==> src/rtl/if_fetch_ctrl_pkg.sv <==
// Shared definitions for the instruction-fetch sequencer: state encoding,
// reset PC and the NOP word delivered on address errors.
package if_fetch_ctrl_pkg;

    typedef enum logic [1:0] {
        IF_IDLE = 2'd0,
        IF_REQ  = 2'd1,
        IF_WAIT = 2'd2,
        IF_DONE = 2'd3
    } if_state_e;

    localparam logic [31:0] IF_RESET_PC = 32'hbfc0_0000;
    localparam logic [31:0] IF_NOP_INST = 32'h0000_0000;

    function automatic logic is_misaligned(input logic [31:0] pc);
        return pc[1:0] != 2'b00;
    endfunction

endpackage

==> src/rtl/if_fetch_ctrl_if.sv <==
// SRAM-like instruction bus between the fetch sequencer (master) and memory (slave).
interface if_fetch_ctrl_if;

    // Handshake: the address phase completes on the clock edge where inst_req and
    // inst_addr_ok are both high; the master keeps inst_req/inst_addr stable until then.
    // inst_data_ok marks a one-cycle read response with inst_rdata for the accepted address.
    logic        inst_req;
    logic [31:0] inst_addr;
    logic        inst_addr_ok;
    logic        inst_data_ok;
    logic [31:0] inst_rdata;

    modport master (
        output inst_req,
        output inst_addr,
        input  inst_addr_ok,
        input  inst_data_ok,
        input  inst_rdata
    );

    modport slave (
        input  inst_req,
        input  inst_addr,
        output inst_addr_ok,
        output inst_data_ok,
        output inst_rdata
    );

endinterface

==> src/rtl/if_fetch_ctrl.sv <==
// Instruction-fetch sequencer: one bus request at a time, flush-aware response
// discard, and a stall request that lets the PC advance once per delivered word.
module if_fetch_ctrl
    import if_fetch_ctrl_pkg::*;
#(
    parameter logic [31:0] RESET_PC = IF_RESET_PC,
    parameter logic [31:0] NOP_INST = IF_NOP_INST
) (
    input  logic                   clk,
    input  logic                   rst,
    input  logic [31:0]            pc_i,
    input  logic                   flush_i,
    input  logic                   stall_i,
    if_fetch_ctrl_if.master        bus,
    output logic                   inst_valid_o,
    output logic [31:0]            inst_o,
    output logic [31:0]            pc_o,
    output logic                   exc_adel_o,
    output logic                   stallreq_o,
    output if_state_e              state_o
);

    if_state_e   r_state;
    if_state_e   w_next;
    logic [31:0] r_addr;
    logic        r_drop;
    logic        r_valid;
    logic [31:0] r_inst;
    logic [31:0] r_pc;
    logic        r_adel;
    logic        w_consume;
    logic        w_req;

    always_ff @(posedge clk) begin
        if (!rst) r_state <= IF_IDLE;
        else      r_state <= w_next;
    end

    always_comb begin
        w_next    = r_state;
        w_req     = 1'b0;
        w_consume = 1'b0;
        case (r_state)
            IF_IDLE: begin
                if (!flush_i) w_next = is_misaligned(pc_i) ? IF_DONE : IF_REQ;
            end
            IF_REQ: begin
                w_req = 1'b1;
                if (bus.inst_addr_ok) w_next = IF_WAIT;
            end
            IF_WAIT: begin
                if (bus.inst_data_ok) w_next = (r_drop || flush_i) ? IF_IDLE : IF_DONE;
            end
            IF_DONE: begin
                w_consume = !stall_i && !flush_i;
                if (flush_i || !stall_i) w_next = IF_IDLE;
            end
            default: w_next = IF_IDLE;
        endcase
    end

    // r_drop remembers a flush seen while a request was outstanding, so the
    // matching response is swallowed even if it arrives cycles later.
    always_ff @(posedge clk) begin
        if (!rst) begin
            r_addr  <= 32'h0;
            r_drop  <= 1'b0;
            r_valid <= 1'b0;
            r_inst  <= NOP_INST;
            r_pc    <= RESET_PC;
            r_adel  <= 1'b0;
        end else begin
            case (r_state)
                IF_IDLE: begin
                    if (!flush_i) begin
                        if (is_misaligned(pc_i)) begin
                            r_pc    <= pc_i;
                            r_inst  <= NOP_INST;
                            r_adel  <= 1'b1;
                            r_valid <= 1'b1;
                        end else begin
                            r_addr <= pc_i;
                        end
                    end
                end
                IF_REQ: begin
                    if (flush_i) r_drop <= 1'b1;
                end
                IF_WAIT: begin
                    if (bus.inst_data_ok) begin
                        r_drop <= 1'b0;
                        if (!(r_drop || flush_i)) begin
                            r_inst  <= bus.inst_rdata;
                            r_pc    <= r_addr;
                            r_adel  <= 1'b0;
                            r_valid <= 1'b1;
                        end
                    end else if (flush_i) begin
                        r_drop <= 1'b1;
                    end
                end
                IF_DONE: begin
                    if (flush_i || !stall_i) r_valid <= 1'b0;
                end
                default: ;
            endcase
        end
    end

    assign bus.inst_req  = w_req;
    assign bus.inst_addr = r_addr;
    assign inst_valid_o  = r_valid;
    assign inst_o        = r_inst;
    assign pc_o          = r_pc;
    assign exc_adel_o    = r_adel;
    assign stallreq_o    = !w_consume;
    assign state_o       = r_state;

endmodule

==> src/flat_wrapper.sv <==
// flat-port wrapper written by rule: the top's interface ports become plain ports
module if_fetch_ctrl_flat import if_fetch_ctrl_pkg::*;
#(
    parameter logic [31:0] RESET_PC = IF_RESET_PC,
    parameter logic [31:0] NOP_INST = IF_NOP_INST
)
  (clk, rst, pc_i, flush_i, stall_i, inst_valid_o, inst_o, pc_o, exc_adel_o, stallreq_o, state_o, bus_inst_req, bus_inst_addr, bus_inst_addr_ok, bus_inst_data_ok, bus_inst_rdata);
  if_fetch_ctrl_if bus_i ();
  input  logic clk;
  input  logic rst;
  input  logic [31:0] pc_i;
  input  logic flush_i;
  input  logic stall_i;
  output logic inst_valid_o;
  output logic [31:0] inst_o;
  output logic [31:0] pc_o;
  output logic exc_adel_o;
  output logic stallreq_o;
  output if_state_e state_o;
  output wire logic [$bits(bus_i.inst_req)-1:0] bus_inst_req;
  output wire logic [$bits(bus_i.inst_addr)-1:0] bus_inst_addr;
  input wire logic [$bits(bus_i.inst_addr_ok)-1:0] bus_inst_addr_ok;
  input wire logic [$bits(bus_i.inst_data_ok)-1:0] bus_inst_data_ok;
  input wire logic [$bits(bus_i.inst_rdata)-1:0] bus_inst_rdata;
  assign bus_inst_req = bus_i.inst_req;
  assign bus_inst_addr = bus_i.inst_addr;
  assign bus_i.inst_addr_ok = bus_inst_addr_ok;
  assign bus_i.inst_data_ok = bus_inst_data_ok;
  assign bus_i.inst_rdata = bus_inst_rdata;
  if_fetch_ctrl #(.RESET_PC(RESET_PC), .NOP_INST(NOP_INST)) u_core (.clk(clk), .rst(rst), .pc_i(pc_i), .flush_i(flush_i), .stall_i(stall_i), .bus(bus_i), .inst_valid_o(inst_valid_o), .inst_o(inst_o), .pc_o(pc_o), .exc_adel_o(exc_adel_o), .stallreq_o(stallreq_o), .state_o(state_o));
endmodule
==> config.mk <==
export PLATFORM = sky130hd
export DESIGN_NAME = if_fetch_ctrl_flat
export DESIGN_NICKNAME = d
export VERILOG_FILES = /design/src/rtl/if_fetch_ctrl_pkg.sv /design/src/rtl/if_fetch_ctrl_if.sv /design/src/rtl/if_fetch_ctrl.sv /design/src/flat_wrapper.sv
export SDC_FILE = /design/constraint.sdc
export NUM_CORES = 1
export LEC_CHECK = 0
export CORE_ASPECT_RATIO = 1.5
export CORE_UTILIZATION = 39
export DETAILED_ROUTE_END_ITERATION = 6
export PLACE_DENSITY = 0.8
export SLEW_MARGIN = 20
export SYNTH_ARGS = -nofsm -noshare
export SYNTH_HDL_FRONTEND = slang
export SYNTH_SLANG_ARGS = --single-unit
==> constraint.sdc <==
create_clock -name clk -period 1.7 [get_ports clk]
set_input_delay 0.425 -clock clk [delete_from_list [all_inputs] [get_ports clk]]
set_output_delay 0.425 -clock clk [all_outputs]
set_load 0.01 [all_outputs]
* After elaboration in Yosys (flattened, before gate mapping)
Cells that the tools add are included.
Storage, ports and cells: word-level logic and storage cells 64, register bits after elaboration 101
Cells by class: bitwise logic cells 2, equal/unequal tests 9, reduce and logical (&&, ||, !) cells 15, muxes and demuxes 31
Operators with widths (count):
- two-way mux 32 bit | 8
- one-hot mux 32 bit (2 select lines) | 2
- two-way mux 2 bit | 6
- two-way mux 1 bit | 11
- != test 2 bit, second input constant | 4
- one-hot mux 2 bit (4 select lines) | 1
- AND reduction 6 bit | 1
- nonzero test 2 bit | 3
- AND reduction 5 bit | 1
- equality test 2 bit, second input constant | 2
- != test 2 x 1 -> 1 bit, second input constant | 2
- one-hot mux 1 bit (2 select lines) | 2
- AND reduction 4 bit | 1
- zero test 1 bit | 3
- one-hot mux 1 bit (3 select lines) | 1
- AND reduction 3 bit | 1
- nonzero test 3 bit | 1
- equality test 2 x 1 -> 1 bit, second input constant | 1
- zero test 2 bit | 1
- logical OR 1 bit | 2
- inverter 1 bit | 2
- logical AND 1 bit | 1

* Longest topological paths before layout
depth in word-level cells 4, depth in mapped cells 8, gate-level depth less buffers 6

* Worst setup path before layout
OpenSTA, ideal clock, no wires.
path kind register -> register, from register u_core.r_state[0], in the netlist u_core.state_o[0], to register u_core.r_pc[0], in the netlist u_core.pc_o[0], data arrival time 1711 ps, setup time 145 ps, path slack -155 ps, cell stages (with the launch flop) 7, buffers on the path 1, cell sequence dfxtp_1 inv_1 ha_1 nor3b_2 a211oi_4 buf_4 a211oi_2
On the way: longest elaborated chain between the ends 3
Ends and longest elaborated chain:
- start, declared | line if_fetch_ctrl.sv:23 | if_state_e r_state;
- start signal, assigned | line if_fetch_ctrl.sv:36 | else r_state <= w_next;
- equality test 2 bit or zero test 2 bit (tied branches) | line if_fetch_ctrl.sv:73 | case (r_state)
- != test 2 bit (no source line) (tied with other cells)
- AND reduction 5 bit (no source line)
- end signal, assigned | line if_fetch_ctrl.sv:77 | r_pc <= pc_i;
- end signal, assigned | line if_fetch_ctrl.sv:94 | r_pc <= r_addr;
- end, declared | line if_fetch_ctrl.sv:29 | logic [31:0] r_pc;
Parallel ways exist; a longest one is shown, timed or not. A chain may end at the register's enable or synchronous reset.

* Worst setup path in the final report
from register u_core.r_state[1], in the netlist u_core.state_o[1], to register u_core.r_pc[16], in the netlist u_core.pc_o[16]
The elaborated chain is that of the path after synthesis.

==> flow_metrics.env <==
export IMPL_grt_pass1_wl_um=21200
export IMPL_hp_start="u_core.inst_o[20]"
export IMPL_synth_fp_nets=538
export IMPL_area_delta_synth_final_pct=84.1
export IMPL_setup_slack_ns=-0.188
export IMPL_crit_type="flip-flop to flip-flop"
export IMPL_first_pass_iters=4
export IMPL_drv_cap=0
export IMPL_max_freq_mhz=530
export IMPL_grt_max_degree=46
export IMPL_finalSetupViolCount=93
export IMPL_syn_inst=463
export IMPL_cts_made_buffers=9
export IMPL_end_kind="flip-flop"
export IMPL_yosys_warnings=0
export IMPL_netlist_area_um2=4160
export IMPL_final_util_pct=74.8
export IMPL_crit_arrival_ns=2.15
export IMPL_groute_usage_overall_pct=24.7
export IMPL_vias_per_cell=5.43
export IMPL_synth_sequential_area_ratio_pct=48.6
export IMPL_cp_start_kind="flip-flop"
export IMPL_drt_total_wl_um=16500
export IMPL_design_die_area_um2=11100
export IMPL_relSlewSlack_pct=74.0
export IMPL_min_to="u_core.inst_o[20]"
export IMPL_ant_nets=0
export IMPL_grt_pass1_vias=4218
export IMPL_regToRegStartpoint="u_core.state_o[1]"
export IMPL_layout_commonest_cell="clkdlybuf4s50_1"
export IMPL_total_leakage_power_nw=3.53
export IMPL_clock_sinks=101
export IMPL_worstPathRequired_ns=1.96
export IMPL_clock_root_buffer="clkbuf_16"
export IMPL_die_w_um=86.4
export IMPL_hold_depth=2
export IMPL_dp_hpwl_um=8740
export IMPL_rsz0062_at_grt="yes"
export IMPL_synth_distinct_cells=31
export IMPL_p_total_mw=10.9
export IMPL_clock_skew_ns=0.00936
export IMPL_r2r_slack_ns=-0.19
export IMPL_hold_viol_final=0
export IMPL_period_needed_ns=1.89
export IMPL_ios=172
export IMPL_num_antenna_cells=0
export IMPL_slew_violations=0
export IMPL_cts_htree_levels=3
export IMPL_clock_path_buffers=2
export IMPL_vdd_drop_max_mv=0.769
export IMPL_cts_tree="built"
export IMPL_insertion_delay_ns=0.34
export IMPL_wire_per_inst_um=20.4
export IMPL_placed_area_um2=6190
export IMPL_violations="negative setup slack"
export IMPL_initial_core_util_pct=40.6
export IMPL_die_h_um=129
export IMPL_nNetsFinal=735
export IMPL_outcome="finished, violations left"
export IMPL_timing_rr_end="u_core.pc_o[16]"
export IMPL_drt_iter0_drc=222
export IMPL_coreArea_um2=10200
export IMPL_ys_seq_elements=101
export IMPL_drc_errors=0
export IMPL_grt_antenna_before_repair=0
export IMPL_hold_class="flip-flop to flip-flop"
export IMPL_fin_crit_sh_pct=111
export IMPL_worst_pin_slew_ns=0.390
export IMPL_powerDensity_nw_per_um2=1420
export IMPL_portBuffers=171
export IMPL_via_count=4376
export IMPL_syn_avg_cell_area_um2=8.99
export IMPL_drive_gt1_share_pct=31.0
export IMPL_fin_tns_setup_ns=-9.46
export IMPL_fillerInstances=666
export IMPL_overflow=0
export IMPL_row_count=45
export IMPL_gp_congestion=0.771
export IMPL_postLayoutCellArea_um2=7660
export IMPL_layout_common_cells="clkdlybuf4s50_1, dfxtp_1, nand2_1"
export IMPL_critPathMaxFanout=11
export IMPL_rr_worst_depth=10
export IMPL_cts_clk_slew_worst_paths_ns=0.07
-- worst max path at each step --
stage                            from               end  slack, ns  cells after the start
floorplan           u_core.state_o[0]    u_core.pc_o[0]      -0.02                      8
global placement     bus_inst_data_ok   u_core.pc_o[13]      -0.32                      6
detailed placement   bus_inst_data_ok   u_core.pc_o[19]      -0.39                      6
CTS                 u_core.state_o[1]  u_core.inst_o[6]      -0.13                     10
global route        u_core.state_o[1]   u_core.pc_o[16]      -0.23                     10
finish              u_core.state_o[1]   u_core.pc_o[16]      -0.19                     10
-- critical path, cell delays in order (launching register included) --
cell      delay, ns
dfxtp_4        0.37
buf_12         0.13
ha_4           0.16
nand2b_4       0.15
a211oi_4       0.21
buf_6          0.15
buf_12         0.11
buf_12         0.12
buf_16         0.13
nor2_1         0.05
a211oi_2       0.21
-- cell type report --
| class | count | area (um2) | share of cell area, % |
|---|---|---|---|
| clock buffer | 9 | 225 | 2.94 |
| clock inverter | 7 | 85.1 | 1.11 |
| sequential | 101 | 2030 | 26.5 |
| multi-input combinational | 320 | 2460 | 32.1 |
| tap | 141 | 176 | 2.30 |
| inverter | 4 | 23.8 | 0.310 |
| timing repair buffer | 224 | 2660 | 34.7 |
-- metal layers --
layer,global-route usage [%],routed length [um]
met5,0,0
met4,15.0,767
met3,4.04,876
met2,45.1,8720
met1,26.2,6110
-- stage by stage --
step | cells | hold WS, ns | setup WS [ns]
final | 806 | 0.454 | -0.188
after floorplan | 463 | 0.476 | -0.0238
after detailed placement | 760 | 0.445 | -0.393
after CTS | 798 | 0.454 | -0.130
after global placement | 760 | 0.441 | -0.325
after global routing | 806 | 0.476 | -0.229
-- power by group --
| group | switching, mW | leakage (nW) | total (mW) | internal, mW |
|---|---|---|---|---|
| registers | 0.331 | 0.825 | 3.13 | 2.80 |
| logic | 2.68 | 2.56 | 5.64 | 2.95 |
| clock network | 0.956 | 0.152 | 2.12 | 1.17 |
| total | 3.97 | 3.53 | 10.9 | 6.92 |
-- synth_stat cells --
cell / number / area share [%]
or3b_2: 1 / 0.21
o21ai_0: 1 / 0.12
buf_6: 6 / 1.6
mux2i_1: 34 / 8.2
nand3_1: 33 / 4.0
o211ai_1: 9 / 1.6
nand3b_4: 1 / 0.48
nand3b_1: 1 / 0.18
nand2_1: 105 / 9.5
a311oi_1: 1 / 0.21
nor2b_1: 1 / 0.15
o2111ai_1: 1 / 0.21
and3_1: 2 / 0.30
nor3_1: 1 / 0.12
buf_1: 4 / 0.36
a21oi_1: 64 / 7.7
nor3b_2: 1 / 0.30
nor3b_1: 1 / 0.18
nor2_1: 27 / 2.4
a211oi_2: 24 / 7.2
a211oi_1: 1 / 0.18
nand2b_1: 4 / 0.60
inv_1: 3 / 0.27
buf_2: 9 / 1.1
inv_2: 1 / 0.090
a211oi_4: 1 / 0.48
dfxtp_1: 101 / 49
a211o_1: 1 / 0.21
ha_1: 5 / 1.5
buf_4: 3 / 0.54
clkbuf_1: 16 / 1.4
-- repair_timing --
item | 4_1_cts | 5_1_grt
hold buffers | 0 | 0
setup endpoints to repair | 83 | 136
pin swaps | 20 | 60
endpoints found under the hold margin | 0 | 0
gates cloned | 10 | 3
resized for setup | 51 | 167
buffers inserted | 13 | 8
-- sequential cells by signal (all words and copies together) (netlist names) --
signal	flops
u_core.bus.inst_addr	32
u_core.inst_valid_o	1
u_core.exc_adel_o	1
u_core.r_drop	1
u_core.pc_o	32
u_core.state_o	2
u_core.inst_o	32
-- kinds of logic (layout without fill, tap and decap cells) --
| family | after synthesis | in the layout | synth area share (%) |
|---|---|---|---|
| AOI/OAI and AO/OA | 103 | 103 | 17.9 |
| adders and majority gates | 5 | 5 | 1.50 |
| buffers and inverters | 42 | 244 | 5.41 |
| DFF | 101 | 101 | 48.6 |
| muxes | 34 | 34 | 8.18 |
| and+or+nand+nor | 178 | 178 | 18.4 |
Power figures use the tool's default switching activity.
